$ cat config.mk
export PLATFORM = sky130hd
export DESIGN_NAME = fifo_wr_arbiter
export DESIGN_NICKNAME = d
export VERILOG_FILES = /design/src/rtl/fifo_wr_arbiter.sv
export SDC_FILE = /design/constraint.sdc
export NUM_CORES = 1
export LEC_CHECK = 0
export CAP_MARGIN = 20
export CORE_MARGIN = 4
export CORE_UTILIZATION = 59
export DETAILED_ROUTE_END_ITERATION = 7
export DONT_BUFFER_PORTS = 1
export PLACE_DENSITY = 0.75
export SLEW_MARGIN = 20
export SYNTH_ARGS = -nofsm -noshare
export SYNTH_HDL_FRONTEND = slang
export SYNTH_SLANG_ARGS = --single-unit
$ cat constraint.sdc
create_clock -name clk -period 4 [get_ports clk]
set_input_delay 0.6 -clock clk [delete_from_list [all_inputs] [get_ports clk]]
set_output_delay 0.6 -clock clk [all_outputs]
set_load 0.05 [all_outputs]
$ cat src/rtl/fifo_wr_arbiter.sv
// fifo_wr_arbiter
//   Round-robin arbiter sharing the single FIFO write port between two
//   valid/ready producers. A grant lasts up to BURST_MAX accepted words, or
//   until the owner drops valid, then rotates to the other producer if it is
//   waiting. A lone producer keeps the bus across burst boundaries with no
//   idle bubble.
//
// Ports
//   clk                     system clock, rising-edge
//   reset                   synchronous active-high reset
//   req0_valid/data/ready   producer 0 handshake
//   req1_valid/data/ready   producer 1 handshake
//   fifo_full               FIFO full flag (backpressure)
//   fifo_wr, fifo_wdata     FIFO write strobe and data
//   grant                   one-hot owner (bit0 = producer 0), 00 = idle
module fifo_wr_arbiter #(
    parameter int unsigned DATA_WIDTH = 8,
    parameter int unsigned BURST_MAX  = 4
) (
    input  logic                  clk,
    input  logic                  reset,
    input  logic                  req0_valid,
    input  logic [DATA_WIDTH-1:0] req0_data,
    output logic                  req0_ready,
    input  logic                  req1_valid,
    input  logic [DATA_WIDTH-1:0] req1_data,
    output logic                  req1_ready,
    input  logic                  fifo_full,
    output logic                  fifo_wr,
    output logic [DATA_WIDTH-1:0] fifo_wdata,
    output logic [1:0]            grant
);

    localparam int unsigned      CNT_W    = $clog2(BURST_MAX + 1);
    localparam logic [CNT_W-1:0] CNT_LAST = CNT_W'(BURST_MAX - 1);

    typedef enum logic [1:0] {
        IDLE = 2'd0,
        GNT0 = 2'd1,
        GNT1 = 2'd2
    } state_t;

    state_t                state, state_next;
    logic [CNT_W-1:0]      cnt, cnt_next;
    logic                  last_owner, last_owner_next;
    logic [DATA_WIDTH-1:0] wdata_q;

    // Owner-relative view of the producers for the current grant state.
    logic                  own_valid;
    logic                  other_valid;
    logic [DATA_WIDTH-1:0] own_data;
    logic                  beat;
    logic                  release_bus;

    always_comb begin
        own_valid   = (state == GNT1) ? req1_valid : req0_valid;
        other_valid = (state == GNT1) ? req0_valid : req1_valid;
        own_data    = (state == GNT1) ? req1_data  : req0_data;
        beat        = (state != IDLE) && own_valid && !fifo_full;
        release_bus = (beat && (cnt == CNT_LAST)) || !own_valid;
    end

    // State register
    always_ff @(posedge clk) begin
        if (reset) begin
            state      <= IDLE;
            cnt        <= '0;
            last_owner <= 1'b1;
            wdata_q    <= '0;
        end else begin
            state      <= state_next;
            cnt        <= cnt_next;
            last_owner <= last_owner_next;
            wdata_q    <= fifo_wdata;
        end
    end

    // Next-state logic
    always_comb begin
        state_next      = state;
        cnt_next        = cnt;
        last_owner_next = last_owner;
        case (state)
            IDLE: begin
                cnt_next = '0;
                if (req0_valid && req1_valid)
                    state_next = last_owner ? GNT0 : GNT1;
                else if (req0_valid)
                    state_next = GNT0;
                else if (req1_valid)
                    state_next = GNT1;
            end
            GNT0, GNT1: begin
                if (release_bus) begin
                    last_owner_next = (state == GNT1);
                    cnt_next        = '0;
                    if (other_valid)
                        state_next = (state == GNT1) ? GNT0 : GNT1;
                    else if (own_valid)
                        state_next = state;
                    else
                        state_next = IDLE;
                end else if (beat) begin
                    cnt_next = cnt + CNT_W'(1);
                end
            end
            default: state_next = IDLE;
        endcase
    end

    // Outputs; everything is forced quiet while reset is asserted so a
    // burst in flight performs no write in the reset cycle.
    always_comb begin
        grant      = 2'b00;
        fifo_wr    = 1'b0;
        req0_ready = 1'b0;
        req1_ready = 1'b0;
        fifo_wdata = wdata_q;
        if (reset) begin
            fifo_wdata = '0;
        end else begin
            case (state)
                GNT0: begin
                    grant      = 2'b01;
                    req0_ready = beat;
                end
                GNT1: begin
                    grant      = 2'b10;
                    req1_ready = beat;
                end
                default: ;
            endcase
            fifo_wr = beat;
            if (beat)
                fifo_wdata = own_data;
        end
    end

endmodule

== Yosys cells after proc, flatten, opt, wreduce, memory -nomap -nowiden ==
Index checks and enable logic that the tools add are counted.

* Bits of input ports: 21
* Register bits: 14
* Logic and storage cells: 50

* Muxes and demuxes: 24
* Equality and inequality tests: 7
* Add/subtract/negate cells: 1
* Reduce and logical (&&, ||, !) cells: 14

{| class="wikitable"
|+ Operator list
! cell !! number
|-
| 8-bit 2-to-1 mux || 3
|-
| 2-bit 2-to-1 mux || 9
|-
| 2-bit one-hot mux with 2 select lines || 2
|-
| 1-bit 2-to-1 mux || 7
|-
| 3-bit 2-to-1 mux || 2
|-
| 3-bit inequality test (second input constant) || 2
|-
| 3-bit one-hot mux with 2 select lines || 1
|-
| 1-bit logical AND || 4
|-
| 4-bit inequality test (second input constant) || 1
|-
| 2-bit AND reduction || 2
|-
| 2-bit nonzero test || 2
|-
| 3-bit by 1-bit adder with 3-bit output (second input constant) || 1
|-
| 3-bit by 2-bit equality test with 1-bit output (second input constant) || 1
|-
| 3-bit AND reduction || 1
|-
| 2-bit by 1-bit equality test with 1-bit output (second input constant) || 1
|-
| 2-bit equality test (second input constant) || 1
|-
| 1-bit zero test || 2
|-
| 2-bit zero test || 1
|-
| 2-bit inequality test (second input constant) || 1
|-
| 2-bit OR reduction || 1
|-
| 1-bit logical OR || 1
|}

== Logic depth before layout (Yosys ltp) ==
* Word-level depth: 8
* Gate-level depth with buffers: 8

== Worst setup path after synthesis ==
Ideal clock, no wire load.

* Kind: register to output
* Start point: register state[0]
* End point: output port fifo_wdata[4]
* Cell stages (with the launch flop): 9
* Slack: 694 ps
* Path buffers: 2
* Data arrival time: 2,706 ps
* Cell sequence: dfxtp_1 > inv_1 > ha_1 > buf_4 > mux2i_1 > nor3_2 > buf_2 > nor2_1 > a211oi_1

* Word-level cells in the longest chain between the ends: 6
* Elaborated cells on any way between the ends: 8

{| class="wikitable"
|+ RTL lines
! item !! line !! RTL
|-
| start, declared || 43 || <nowiki>state_t state, state_next;</nowiki>
|-
| start signal, assigned || 71 || <nowiki>state <= state_next;</nowiki>
|-
| 2-bit equality test || 56, 58 ||
|-
| 1-bit 2-to-1 mux || 56 || <nowiki>own_valid = (state == GNT1) ? req1_valid : req0_valid;</nowiki>
|-
| 1-bit logical AND (2 in series) || 59 || <nowiki>beat = (state != IDLE) && own_valid && !fifo_full;</nowiki>
|-
| 8-bit 2-to-1 mux (*) || 134 || <nowiki>if (beat)</nowiki>
|-
| 8-bit 2-to-1 mux (*) || 119 || <nowiki>if (reset) begin</nowiki>
|-
| end, declared || 30 || <nowiki>output logic [DATA_WIDTH-1:0] fifo_wdata,</nowiki>
|}

Every way passes the cells marked *; elsewhere a longest branch is shown, timed or not.

== Worst setup path in the final report ==
* Start point: register state[0]
* End point: output port req1_ready

* Word-level cells in the longest chain between the ends: 6
* Elaborated cells on any way between the ends: 7

{| class="wikitable"
|+ RTL lines
! item !! line !! RTL
|-
| 2-bit equality test || 56, 122 ||
|-
| 1-bit 2-to-1 mux || 56 ||
|-
| 1-bit logical AND (2 in series) || 59 ||
|-
| 1-bit 2-to-1 mux (*) || 122 || <nowiki>case (state)</nowiki>
|-
| 1-bit 2-to-1 mux (*) || 119 ||
|-
| end, declared || 27 || <nowiki>output logic req1_ready,</nowiki>
|}

Marks and branches as above.

==> results.yml <==
yosys:
  async_reset_ff_share_pct: 0
  syn_area_per_cell_um2: 8.64
  syn_inst: 105
  synth_area_um2: 907
  ys_ff_latch: 14
  synth_edf_count: 0
  yosys_warnings: 0
  synthFlopType: "dfxtp_1"
  yosysSeqAreaShare_pct: 30.9
  syn_nets: 133
  ys_types: 25
sta:
  fmax_mhz: 284
  rsz0062_at_grt: "no"
  period_minus_slack_ps: 3520
  fin_hold_ws_ps: 373
  setup_viol: 0
  clock_skew_ps: 0.497
  hold_viol: 0
  maxSlewHeadroom_pct: 37.2
  tightest_slew_ps: 940
  setup_tns_ps: 0
  maxSlewViolCount: 0
  period_share_pct: 88.0
clock_tree:
  cts.clk_slew.worst_paths_ps: 90
  clock_sinks: 14
  cts-resized-gates: 0
  root_buffer: "clkbuf_4"
  ctsHtreeMaxLevel: 1
  cts_tree: "done"
  numCtsBuffers: 3
  clk_latency_ps: 280
  cts-hold-fix-buffers: 0
  cts_max_path_buffers: 2
  postCtsSetupBuffers: 0
placed_design:
  dpl_cell_area_um2: 1010
  post-dp-hpwl_um: 1400
  io_buffers: 0
  gp_congestion: 0.791
detailed_routing:
  wl_um: 1930
  first_pass_iters: 4
  avgRoutedWirePerCell_um: 15.3
  antenna_left: 0
  drt-initial-drc-count: 4
  vias_per_cell: 6.32
  vias: 796
  drc: 0
critical_path:
  reg2reg_slack_ps: 1490
  crit_arrival_ps: 2920
  path_max_fanout: 16
  rr_startpoint: "state[0]$_SDFFE_PP0P_"
  worstSetupEndpointType: "primary output"
  critPathLaunchType: "flip-flop"
  reg2reg_depth: 6
  critPathRequiredTime_ps: 3400
  worstSetupPathType: "reg2out"
  r2r-end: "cnt[0]$_SDFFE_PP0P_"
die:
  initial_core_util_pct: 66.4
  io_pins: 34
  die_area_um2: 2230
  dieWidth_um: 47.2
  core_um2: 1370
  row_count: 13
  fp.dieH_um: 47.2
pwr:
  p_leak_nw: 0.384
  powerDensity_nw_per_um2: 654
  peakVddDrop_mv: 0.417
  finalPower_mw: 0.682
global_routing:
  grt_max_degree: 27
  grt_use_total_pct: 18.9
  overflow: 0
  grt_pass1_vias: 700
  antenna_found_initial: 0
  grt_first_pass_wirelength_um: 2990
cells_and_area:
  multi_input_comb_area_um2: 621
  antennaDiodeCount: 0
  register_area_um2: 280
  stdcell_area_um2: 1040
  layout-drive-gt1-share_pct: 20.7
  area_growth_pct: 14.9
  fin_nets: 140
  final_common_cell: "dfxtp_1"
  layout_common_cells: "dfxtp_1, mux2i_1, nor2_1"
  nFillCells: 103
status:
  status: "finished, final reports clean"
worst_hold_path:
  hold_start: "reset"
  holdPathEnd: "cnt[2]$_SDFFE_PP0P_"
  holdPathStages: 1
  hold_path_class: "in2reg"
job:
  maxCapViolations: 0
-- cells by family (layout without fill, tap and decap cells) --
logic type	after synthesis	count (layout)	share of synthesized area, %
fa+ha+maj	7	7	9.65
mux	12	12	13.2
flops	14	14	30.9
buf+inv	11	17	5.10
simple gates	34	34	20.6
compound gates	27	27	20.6
-- state kept, by name, indices dropped and copies added, names as in the netlist --
signal and count:
wdata_q 8, cnt 3, state 2, last_owner 1
-- where the power goes --
part | internal (mW) | leakage, nW | switching, mW | total [mW]
sequential | 0.168 | 0.114 | 0.0143 | 0.182
clock | 0.0554 | 0.0210 | 0.0504 | 0.106
combinational | 0.139 | 0.249 | 0.254 | 0.393
-- worst max path at each step --
stage | from | to | cells after the start
2_1_floorplan | state[0]$_SDFFE_PP0P_ | fifo_wdata[4] | 8
3_3_place_gp | state[0]$_SDFFE_PP0P_ | req1_ready | 7
3_5_place_dp | state[0]$_SDFFE_PP0P_ | req1_ready | 7
4_1_cts | state[0]$_SDFFE_PP0P_ | req1_ready | 7
5_1_grt | state[0]$_SDFFE_PP0P_ | req0_ready | 7
6_report | state[0]$_SDFFE_PP0P_ | req1_ready | 7
-- final cells by class --
class | count | area share, %
flip-flops and latches | 14 | 26.9
well taps | 15 | 1.80
repair buffers | 10 | 7.20
multi-input cells | 80 | 59.5
clock buffers | 4 | 3.48
inverters | 3 | 1.08
-- worst max-delay path, stage by stage (launching register included) --
cell     delay (ps)
dfxtp_1         360
inv_1           100
ha_1            650
mux2i_1         270
or3_1           410
nor2_1          140
buf_4           230
and2_1          470
-- cells in the mapped netlist, types with 3 or more instances --
| master | count | share of area (%) |
|---|---|---|
| clkbuf_1 | 6 | 2.5 |
| a211oi_1 | 16 | 13 |
| dfxtp_1 | 14 | 31 |
| inv_1 | 3 | 1.2 |
| ha_1 | 7 | 9.7 |
| mux2i_1 | 12 | 13 |
| nand2_1 | 4 | 1.7 |
| a21oi_1 | 4 | 2.2 |
| nand2b_1 | 5 | 3.4 |
| nor2_1 | 12 | 5.0 |
| o21ai_0 | 3 | 1.7 |
-- per-stage QoR --
step	util (%)	cells	setup WS, ps
after floorplan	-	105	694
after global placement	73.6	122	906
after detailed placement	73.6	122	831
after CTS	76.3	126	481
after global routing	76.3	126	328
final	76.3	126	481
-- metal layers --
metal / share of wire (%) / global-route usage [%] / up-vias
li1: - / - / 394
met1: 43 / 23.3 / 371
met2: 48 / 30.9 / 27
met3: 7.0 / 4.60 / 4
met4: 2.0 / 8.29 / 0
met5: 0 / 0 / -
Note: power is estimated with default switching activity, not from simulation.
